==> config.mk <==
export PLATFORM = sky130hd
export DESIGN_NAME = cc1200_spi_responder
export DESIGN_NICKNAME = d
export VERILOG_FILES = /design/src/rtl/cc1200_spi_pkg.sv /design/src/rtl/spi_pin_sync.sv /design/src/rtl/cc1200_spi_responder.sv
export SDC_FILE = /design/constraint.sdc
export NUM_CORES = 1
export LEC_CHECK = 0
export ABC_AREA = 1
export ABC_CLOCK_PERIOD_IN_PS = 2300
export CAP_MARGIN = 30
export CORE_ASPECT_RATIO = 1.75
export CORE_UTILIZATION = 50
export DETAILED_ROUTE_END_ITERATION = 8
export PLACE_DENSITY = 0.68
export SLEW_MARGIN = 40
export SYNTH_ARGS = -nofsm -noshare
export SYNTH_HDL_FRONTEND = slang
export SYNTH_SLANG_ARGS = --single-unit
==> constraint.sdc <==
create_clock -name clk -period 2.3 [get_ports clk]
set_input_delay 0.46 -clock clk [delete_from_list [all_inputs] [get_ports clk]]
set_output_delay 0.46 -clock clk [all_outputs]
set_load 0.05 [all_outputs]
==> src/rtl/cc1200_spi_pkg.sv <==
// cc1200_spi_pkg
//   Shared definitions for the CC1200 SPI register-interface model.
//   Header byte layout {R/W, BURST, ADDR[5:0]}, the default strobe base
//   address, FSM state encoding and the status-byte builder.
package cc1200_spi_pkg;

  localparam int unsigned RW_BIT    = 7;
  localparam int unsigned BURST_BIT = 6;
  localparam int unsigned ADDR_MSB  = 5;

  localparam logic [5:0] STROBE_BASE_DEFAULT = 6'h30;

  typedef enum logic [1:0] {
    IDLE = 2'd0,
    HDR  = 2'd1,
    DATA = 2'd2,
    IGN  = 2'd3
  } spi_state_e;

  // Status byte shifted out during the header: {CHIP_RDYn, STATE[2:0], 4'b0000}
  function automatic logic [7:0] status_byte(input logic       rdy_n,
                                             input logic [2:0] state);
    return {rdy_n, state, 4'b0000};
  endfunction

endpackage

==> src/rtl/spi_pin_sync.sv <==
// spi_pin_sync
//   Multi-flop synchronizer for one asynchronous pin, followed by a
//   single-cycle edge detector.
//   Ports:
//     clk, rst  - system clock, synchronous active-high reset
//     pin_i     - asynchronous pin
//     level_o   - synchronized pin level
//     rise_o    - 1-clk pulse on a synchronized 0->1 transition
//     fall_o    - 1-clk pulse on a synchronized 1->0 transition
//   STAGES must be at least 2.
module spi_pin_sync #(
  parameter int unsigned STAGES = 2
) (
  input  logic clk,
  input  logic rst,
  input  logic pin_i,
  output logic level_o,
  output logic rise_o,
  output logic fall_o
);

  logic [STAGES-1:0] sync_q;
  logic              prev_q;

  // Clearing to 0 means a pin held low across reset (CS_n mid-transaction)
  // produces no fall, so a transaction cut by reset is not resumed.
  always_ff @(posedge clk) begin
    if (rst) begin
      sync_q <= '0;
      prev_q <= 1'b0;
    end else begin
      sync_q <= {sync_q[STAGES-2:0], pin_i};
      prev_q <= sync_q[STAGES-1];
    end
  end

  assign level_o = sync_q[STAGES-1];
  assign rise_o  = sync_q[STAGES-1] & ~prev_q;
  assign fall_o  = ~sync_q[STAGES-1] & prev_q;

endmodule

==> src/rtl/cc1200_spi_responder.sv <==
// cc1200_spi_responder
//   SPI mode-0 slave modelling the CC1200 register interface. Decodes the
//   header byte, serves single/burst register reads and writes and command
//   strobes, and returns the status byte on MISO during the header.
//   Ports:
//     clk, rst                 - system clock, synchronous active-high reset
//     sclk_i, mosi_i, cs_n_i   - asynchronous SPI pins
//     miso_o, miso_oe          - SPI data out and its drive enable
//     chip_rdy_n, status_state - live status bits sampled at CS_n fall
//     reg_wr_en/addr/data      - 1-clk pulse per committed register write
//     strobe_valid/addr        - 1-clk pulse per strobe header
//     busy                     - transaction in progress
module cc1200_spi_responder
  import cc1200_spi_pkg::*;
#(
  parameter int unsigned NUM_REGS    = 48,
  parameter logic [5:0]  STROBE_BASE = STROBE_BASE_DEFAULT,
  parameter int unsigned SYNC_STAGES = 2
) (
  input  logic       clk,
  input  logic       rst,
  input  logic       sclk_i,
  input  logic       mosi_i,
  input  logic       cs_n_i,
  output logic       miso_o,
  output logic       miso_oe,
  input  logic       chip_rdy_n,
  input  logic [2:0] status_state,
  output logic       reg_wr_en,
  output logic [5:0] reg_wr_addr,
  output logic [7:0] reg_wr_data,
  output logic       strobe_valid,
  output logic [5:0] strobe_addr,
  output logic       busy
);

  localparam logic [5:0] LAST_ADDR = 6'(NUM_REGS - 1);

  logic sclk_rise, sclk_fall, sclk_lvl_unused;
  logic mosi_lvl, mosi_rise_unused, mosi_fall_unused;
  logic cs_rise, cs_fall, cs_lvl_unused;

  spi_pin_sync #(.STAGES(SYNC_STAGES)) u_sync_sclk (
    .clk(clk), .rst(rst), .pin_i(sclk_i),
    .level_o(sclk_lvl_unused), .rise_o(sclk_rise), .fall_o(sclk_fall)
  );
  spi_pin_sync #(.STAGES(SYNC_STAGES)) u_sync_mosi (
    .clk(clk), .rst(rst), .pin_i(mosi_i),
    .level_o(mosi_lvl), .rise_o(mosi_rise_unused), .fall_o(mosi_fall_unused)
  );
  spi_pin_sync #(.STAGES(SYNC_STAGES)) u_sync_cs (
    .clk(clk), .rst(rst), .pin_i(cs_n_i),
    .level_o(cs_lvl_unused), .rise_o(cs_rise), .fall_o(cs_fall)
  );

  spi_state_e state_q;
  logic [2:0] bit_cnt_q;
  logic [6:0] in_sh_q;
  logic [7:0] out_sh_q;
  logic [7:0] stat_q;
  logic       rw_q, burst_q;
  logic [5:0] addr_q;
  logic       miso_q, miso_oe_q;
  logic       wr_en_q, stb_q;
  logic [5:0] wr_addr_q, stb_addr_q;
  logic [7:0] wr_data_q;
  logic [7:0] regs_q [NUM_REGS];

  logic [7:0] in_byte, stat_now, rd_hdr, rd_nxt;
  logic [5:0] hdr_addr, addr_nxt;

  always_comb begin
    in_byte  = {in_sh_q, mosi_lvl};
    stat_now = status_byte(chip_rdy_n, status_state);
    hdr_addr = in_byte[ADDR_MSB:0];
    addr_nxt = (addr_q == LAST_ADDR) ? '0 : addr_q + 6'd1;
    rd_hdr   = (hdr_addr <= LAST_ADDR) ? regs_q[hdr_addr] : '0;
    rd_nxt   = (addr_nxt <= LAST_ADDR) ? regs_q[addr_nxt] : '0;
  end

  // CS rise outranks CS fall, which outranks any SCLK edge on the same clk.
  always_ff @(posedge clk) begin
    if (rst) begin
      state_q    <= IDLE;
      bit_cnt_q  <= '0;
      in_sh_q    <= '0;
      out_sh_q   <= '0;
      stat_q     <= '0;
      rw_q       <= 1'b0;
      burst_q    <= 1'b0;
      addr_q     <= '0;
      miso_q     <= 1'b0;
      miso_oe_q  <= 1'b0;
      wr_en_q    <= 1'b0;
      wr_addr_q  <= '0;
      wr_data_q  <= '0;
      stb_q      <= 1'b0;
      stb_addr_q <= '0;
      regs_q     <= '{default: '0};
    end else begin
      wr_en_q <= 1'b0;
      stb_q   <= 1'b0;
      if (cs_rise) begin
        state_q   <= IDLE;
        bit_cnt_q <= '0;
        miso_q    <= 1'b0;
        miso_oe_q <= 1'b0;
      end else if (cs_fall) begin
        state_q   <= HDR;
        bit_cnt_q <= '0;
        stat_q    <= stat_now;
        miso_q    <= stat_now[7];
        out_sh_q  <= {stat_now[6:0], 1'b0};
        miso_oe_q <= 1'b1;
      end else if (state_q != IDLE) begin
        if (sclk_rise) begin
          bit_cnt_q <= bit_cnt_q + 3'd1;
          in_sh_q   <= in_byte[6:0];
          if (bit_cnt_q == 3'd7) begin
            case (state_q)
              HDR: begin
                rw_q    <= in_byte[RW_BIT];
                burst_q <= in_byte[BURST_BIT];
                addr_q  <= hdr_addr;
                if (hdr_addr >= STROBE_BASE) begin
                  stb_q      <= 1'b1;
                  stb_addr_q <= hdr_addr;
                  state_q    <= IGN;
                  out_sh_q   <= stat_q;
                end else begin
                  state_q  <= DATA;
                  out_sh_q <= in_byte[RW_BIT] ? rd_hdr : stat_q;
                end
              end
              DATA: begin
                if (!rw_q) begin
                  if (addr_q <= LAST_ADDR) regs_q[addr_q] <= in_byte;
                  wr_en_q   <= 1'b1;
                  wr_addr_q <= addr_q;
                  wr_data_q <= in_byte;
                end
                if (burst_q) begin
                  addr_q   <= addr_nxt;
                  out_sh_q <= rw_q ? rd_nxt : stat_q;
                end else begin
                  state_q  <= IGN;
                  out_sh_q <= stat_q;
                end
              end
              default: out_sh_q <= stat_q;
            endcase
          end
        end else if (sclk_fall) begin
          miso_q   <= out_sh_q[7];
          out_sh_q <= {out_sh_q[6:0], 1'b0};
        end
      end
    end
  end

  assign miso_o       = miso_q;
  assign miso_oe      = miso_oe_q;
  assign reg_wr_en    = wr_en_q;
  assign reg_wr_addr  = wr_addr_q;
  assign reg_wr_data  = wr_data_q;
  assign strobe_valid = stb_q;
  assign strobe_addr  = stb_addr_q;
  assign busy         = (state_q != IDLE);

endmodule

==> results by group, run 1 <==
Status
  – Status: complete, but fails checks
  – Violations in the final reports: setup timing

Synthesis
  – Syn Nets: between 3,000 and 4,000
  – Post-Synthesis Cell Area: approximately 24,000 um2
  – Largest family of logic cells by synthesized area: compound AO/OA/AOI/OAI gates
  – Netlist cell types: 40
  – Post-synthesis xor/xnor area fraction: 0%
  – Dominant synthesized flop cell: dfxtp_1
  – Top cell type's share of synthesized area: 37.5%
  – Synth area leaders: dfxtp_1, a211oi_1, nor2_1, nand3_1, o21ai_0
  – Post-synthesis simple-gate area fraction: a little under a quarter
  – #FFs+latches synth: roughly 450
  – Seq/Total Area, Yosys: a little under two fifths
  – Syn Inst Count: approximately 3,300
  – Syn Area/Cell: approximately 7.3 um2
  – Compound-Gate Fraction of Synth Area: 28.9%
  – Synth Area in Adders: less than 1%
  – Post-synth ARST share: 0%
  – Multiplexer share of the synthesized area: 0%
  – Post-synth EDFFs: 0
  – Ys Warns: 0
  – Largest area contributor in the netlist: dfxtp_1

Critical path
  – Peak fanout along the critical path: 10
  – Worst Path Required: 2.80 ns
  – CP Capture Point: out_sh_q[6]
  – Critical path endpoint category: flop
  – Cell Chain, Critical Path: ha_4 -> nand2_2 -> nor2_4 -> a21oi_4 -> buf_12 -> bufbuf_16 -> nand2_1 -> nand3_1 -> nand3_1 -> nand3_1 -> nand3_1 -> nand2_1 -> nand3_1 -> nand2_1 -> nand2_1 -> nand2_1 -> nand2_1 -> a21oi_1
  – Reg2reg start: addr_q[0]
  – Number of cells on the critical path: 18
  – Worst reg2reg endpoint: out_sh_q[6]
  – Buffers & Inverters on Critical Path: 2
  – Critical Path Start: addr_q[0]
  – WS Path Type: reg2reg
  – Cell count of the worst reg-to-reg path: 18
  – R2r setup slk: -0.22 ns
  – Crit-path slowest cell: dfxtp_4
  – CP most frequent cell: nand2_1
  – CP top delay family: simple AND/OR/NAND/NOR gates
  – Crit-path max cell delay: 0.35 ns
  – WP data arrival: about 3 ns
  – Crit path launch type: flop

Detailed routing
  – DRC: 0
  – Initial DRC count: roughly 2,700
  – Final WL: ~99,000 um
  – Wire per inst: approximately 24 um
  – Vias per cell: roughly 6.4
  – Total vias in the final route: approximately 26,000
  – Antenna Nets Post-Route: 0
  – 1st-pass router iterations: 9

Floorplanning
  – Io pins: 34
  – Total die area: between 40,000 and 50,000 um2
  – Die X: approximately 170 um
  – Core Footprint: ~47,000 um2
  – Die Ht: between 200 and 300 um
  – Initial Util: between 50 and 60%
  – FP Rows: ~110

Place
  – Placed insts: 3,919
  – GP Congestion: ~1
  – PortBufs: 33
  – HPWL after DPL: between 60,000 and 70,000 um

Clock tree
  – Hold_buf cts: 0
  – Clock sink total: 448
  – Clock Tree Root: clkbuf_16
  – Worst-path clk slew: around 0.070 ns
  – CTS tree: built
  – Clock buffer depth: 3
  – Clk Latency, worst-skew pair: around 0.60 ns
  – CTS buffer count: 44
  – H-tree depth: 2

Job
  – Max-cap violations: 0

Timing
  – Unrepaired setup endpoints after global routing: yes
  – Final hold slack: roughly 0.26 ns
  – Fmax achieved: between 0.3 and 0.4 GHz
  – Relative slew margins: ~47%
  – Final count of pins violating max slew: 0
  – Least-Margin Pin Slew: ~0.80 ns
  – Final Hold Fails: 0
  – Clock period minus worst slack: approximately 2.5 ns
  – Setup violators final: between 200 and 250
  – Fin crit share: 109%
  – Worst setup margin: -0.218 ns
  – Skew final: 0.0377 ns

Cells and area
  – Post-route insts no fill: between 4,000 and 5,000
  – # fillers: around 4,000
  – Area growth from synthesis to layout: 29.7%
  – Layout cell share with drive strength beyond 1: about a quarter
  – Most common cell after layout, fill and taps aside: dfxtp_1
  – Most frequent cells in the layout: dfxtp_1, nor2_1, nand2_1
  – Post-layout nets: roughly 3,500
  – N_diodes: 0

GRT
  – Initial antenna violation count: 0
  – Vias in the first global route: 24,600
  – Grt ovf: 0
  – Gr usage total: a little under 40%
  – First-pass GRT wire length: between 100,000 and 150,000 um
  – Largest net degree at the start of global routing: ~120

Pwr
  – Cell area power density: about 510 nW/um2
  – Max VDD drop: 0.545 mV
  – Leak pwr: approximately 0.011 uW

Worst hold path
  – HP Class: in2reg
-- sequential cells by signal (all words and copies together), names as in the netlist, 3 cells and up --
signal       cells
bit_cnt_q        3
in_sh_q          7
addr_q           6
stat_q           4
regs_q         384
reg_wr_data      8
out_sh_q         8
strobe_addr      6
reg_wr_addr      6
-- per-layer routing --
metal  GRT usage [%]  vias up  part of all wire (%)
met1            44.5    12300                    36
met4            30.3        0                   8.7
li1                -    11800                     -
met2            65.6     1345                    48
met5               0        -                     0
met3            5.78      437                   7.4
-- per-stage QoR --
stage	instance area [um2]	power (uW)	setup slack, ns	setup TNS [ns]	utilization [%]
after floorplan	23900	8310	0.0125	0	-
after global placement	27300	8570	-0.309	-13.31	58.1
after detailed placement	27300	8580	-0.363	-39.24	58.1
after CTS	29800	15900	-0.138	-2.42	63.4
after global routing	31000	16300	-0.284	-66.15	66.0
final	31000	15900	-0.218	-9.96	66.0
-- synth_stat cells (2+ instances only) --
library cell    n
clkbuf_1      188
buf_4          20
ha_1           10
a31oi_1         2
buf_6          30
buf_2          45
o21ai_0       303
a221oi_1        6
inv_1         172
nor4_1          2
o22ai_1         5
a21oi_1       258
nand4_4         6
nand3_4         2
o211ai_1      111
buf_1          26
or2_2           2
nand2_1       385
nor2_4         49
nand3_1       342
a211oi_2       62
nand4_1         2
dfxtp_1       448
clkinv_1        4
nor2_1        461
nor3_1          5
a211oi_1      277
nor2_2          3
inv_2          10
o21ai_1        15
o221ai_1       22
-- cell type report --
class | count | area (um2) | area share (%)
clock inverter | 11 | 138 | 0.443
sequential | 448 | 8990 | 29.0
timing repair buffer | 432 | 5300 | 17.1
tap | 588 | 736 | 2.37
inverter | 187 | 718 | 2.31
clock buffer | 67 | 1290 | 4.15
multi-input combinational | 2338 | 13900 | 44.7
-- kinds of logic (layout without fill, tap and decap cells) --
logic type	after synthesis	in the layout
buffers and inverters	496	697
and+or+nand+nor	1261	1261
AOI/OAI and AO/OA	1067	1067
adders and majority gates	10	10
DFF	448	448
-- worst register-to-register path: stages, from the launching register on --
cell and delay [ns]:
dfxtp_4 0.35, ha_4 0.17, nand2_2 0.10, nor2_4 0.05, a21oi_4 0.16, buf_12 0.15, bufbuf_16 0.30, nand2_1 0.07
nand3_1 0.06, nand3_1 0.14, nand3_1 0.19, nand3_1 0.16, nand2_1 0.10, nand3_1 0.08, nand2_1 0.09, nand2_1 0.06
nand2_1 0.05, nand2_1 0.05, a21oi_1 0.11
-- report_power, final --
part / internal (uW) / switching [uW] / leakage [uW]
combinational: 203 / 468 / 0.00640
sequential: 7770 / 12.2 / 0.00362
clock: 4200 / 3250 / 0.000704
total: 12200 / 3730 / 0.0107
-- how the worst min path moves through the flow --
| stage | from | end | cells after the start |
|---|---|---|---|
| floorplan | u_sync_cs.sync_q[0] | u_sync_cs.sync_q[1] | 2 |
| global placement | u_sync_mosi.sync_q[0] | u_sync_mosi.sync_q[1] | 2 |
| detailed placement | u_sync_mosi.sync_q[0] | u_sync_mosi.sync_q[1] | 2 |
| CTS | rst | u_sync_mosi.sync_q[1] | 2 |
| global route | rst | u_sync_mosi.sync_q[1] | 2 |
| finish | rst | u_sync_sclk.prev_q | 2 |
-- repair_timing --
item	CTS	global route
setup buffers	26	32
endpoints found under the hold margin	0	0
resized for setup	145	184
cloned	8	11
pin swaps	29	37
setup endpoints to repair	392	392
Note: power is estimated with default switching activity, not from simulation.
==> run 2: changes to the inputs <==
Settings changed: CELL_PAD_IN_SITES_DETAIL_PLACEMENT set to 1, CELL_PAD_IN_SITES_GLOBAL_PLACEMENT set to 2, CORE_UTILIZATION 50 to 34, PLACE_DENSITY 0.68 to unset, PLACE_DENSITY_LB_ADDON set to 0.1.
==> results by group, run 2 (synthesized netlist as in run 1, its figures left out) <==
Critical path
  – Peak fanout along the critical path: 8
  – Crit path launch type: flop
  – Worst Path Required: about 2.8 ns
  – Reg2reg start: u_sync_sclk.prev_q
  – WS Path Type: reg2reg
  – Worst reg2reg endpoint: regs_q[248]
  – WP data arrival: approximately 3.1 ns
  – R2r setup slk: -0.28 ns
  – Cell count of the worst reg-to-reg path: 20
  – Critical path endpoint category: flop

Detailed routing
  – Highest metal used: met5
  – Wire per inst: roughly 26 um
  – Final WL: ~110,000 um
  – Metal2 WL: ~58,000 um
  – Antenna Nets Post-Route: 0
  – Met3 wire length: roughly 3900 um
  – Total vias in the final route: 25,700
  – DRC: 0
  – WL met1: 45,300 um
  – Initial DRC count: 1,563
  – Vias per cell: 5.81
  – 1st-pass router iterations: 5

Clock tree
  – H-tree depth: 2
  – Clock Tree Root: clkbuf_16
  – Clock sink total: 448
  – Clk Latency, worst-skew pair: 0.61 ns
  – CTS buffer count: 48
  – Clock buffer depth: 3
  – CTS tree: built
  – Hold_buf cts: 0
  – Worst-path clk slew: around 0.070 ns

Timing
  – Clock period minus worst slack: 2.58 ns
  – Skew final: roughly 0.015 ns
  – Least-Margin Pin Slew: slightly below 0.8 ns
  – Final Hold Fails: 0
  – Setup violators final: just under 400
  – Fin crit share: 112%
  – Final count of pins violating max slew: 0
  – Unrepaired setup endpoints after global routing: yes
  – Worst setup margin: -0.280 ns
  – Relative slew margins: 47.3%
  – Fmax achieved: approximately 0.39 GHz

Cells and area
  – Most common cell after layout, fill and taps aside: dfxtp_1
  – Most frequent cells in the layout: dfxtp_1, nor2_1, nand2_1
  – N_diodes: 0
  – Largest register by flop count: regs_q
  – # fillers: about 8,200
  – Max reg flops: 384
  – Area growth from synthesis to layout: 36.1%
  – Layout cell share with drive strength beyond 1: 27.0%
  – Post-layout nets: 3,495
  – Post-route insts no fill: 4,422

Worst hold path
  – Number of cells on the worst hold path: 2
  – Hold Path Sink: u_sync_sclk.prev_q
  – HP Class: in2reg
  – Hold Startpoint: rst

Place
  – GP Congestion: approximately 0.86
  – Setup WS pre-CTS: -0.427 ns
  – Placed insts: approximately 4,200
  – PortBufs: 33
  – HPWL after DPL: ~74,000 um

GRT
  – Initial antenna violation count: 2
  – Gr usage total: between 30 and 40%
  – First-pass GRT wire length: about 170,000 um
  – Grt ovf: 0
  – Vias in the first global route: 26,600
  – Largest net degree at the start of global routing: 108

Pwr
  – Max VDD drop: approximately 0.56 mV
  – Cell area power density: around 500 nW/um2
  – Leak pwr: around 0.011 uW

Status
  – Violations in the final reports: setup timing
  – Status: complete, but fails checks

Job
  – Max-cap violations: 0

Floorplanning
  – Die X: about 200 um
  – FP Rows: about 130
  – Die Ht: between 300 and 400 um
  – Io pins: 34
  – Total die area: 71,500 um2
  – Core Footprint: between 60,000 and 70,000 um2
  – Initial Util: 34.3%
## run 2: critical path: stages, from the launching register on
cell and delay [ns]:
dfxtp_2 0.33, inv_2 0.06, ha_4 0.14, inv_4 0.04, nor2_4 0.10, inv_2 0.06, nor2_4 0.10, inv_2 0.06
nor2_4 0.09, inv_2 0.06, nor3_4 0.15, o21ai_2 0.10, clkinv_4 0.09, buf_12 0.11, nand4_4 0.09, buf_12 0.17
buf_12 0.12, nor2_4 0.20, buf_12 0.17, nor2_4 0.04, a211oi_2 0.21
## run 2: report_power, final
part	switching [uW]	total [uW]	leakage [uW]	internal (uW)
combinational	513	728	0.00669	216
sequential	12.2	7780	0.00362	7770
clock	3550	8270	0.000795	4720
total	4070	16800	0.0111	12700
## run 2: through the flow
stage / cell area [um2] / total power (uW) / util (%) / TNS, ns / hold slack (ns)
detailed placement: 27700 / 8630 / 39.7 / -52.69 / 0.415
global route: 32600 / 17300 / 46.7 / -98.85 / 0.172
CTS: 31300 / 16900 / 45.0 / -27.47 / 0.152
finish: 32600 / 16800 / 46.7 / -44.39 / 0.182
global placement: 27700 / 8620 / 39.7 / -28.20 / 0.424
floorplan: 23900 / 8310 / - / 0 / 0.388
## run 2: cell type report
| cell class | count | area, um2 | share of cell area, % |
|---|---|---|---|
| Clock inverter | 23 | 258 | 0.792 |
| Sequential cell | 448 | 9000 | 27.6 |
| Clock buffer | 63 | 1360 | 4.17 |
| Multi-Input combinational cell | 2338 | 14200 | 43.6 |
| Tap cell | 910 | 1140 | 3.50 |
| Inverter | 187 | 724 | 2.22 |
| Timing Repair Buffer | 453 | 5890 | 18.1 |
## run 2: worst max path at each step
stage	slack [ns]	depth (start not counted)	end	from
global placement	-0.40	17	out_sh_q[7]	addr_q[0]
detailed placement	-0.43	17	out_sh_q[7]	addr_q[0]
floorplan	0.01	13	out_sh_q[2]	addr_q[1]
global route	-0.42	20	regs_q[248]	u_sync_sclk.prev_q
CTS	-0.18	19	out_sh_q[7]	addr_q[1]
finish	-0.28	20	regs_q[248]	u_sync_sclk.prev_q
## run 2: metal layers
layer	vias to the layer above	GRT usage (%)
met1	12900	35.7
met3	279	2.92
li1	11900	-
met4	2	17.9
met5	-	0
met2	622	55.9
## run 2: what timing repair did
action / in CTS / in global routing
gates resized for setup: 232 / 226
setup endpoints to repair: 392 / 393
pin swaps: 70 / 71
gates cloned: 20 / 11
buffers inserted: 55 / 41
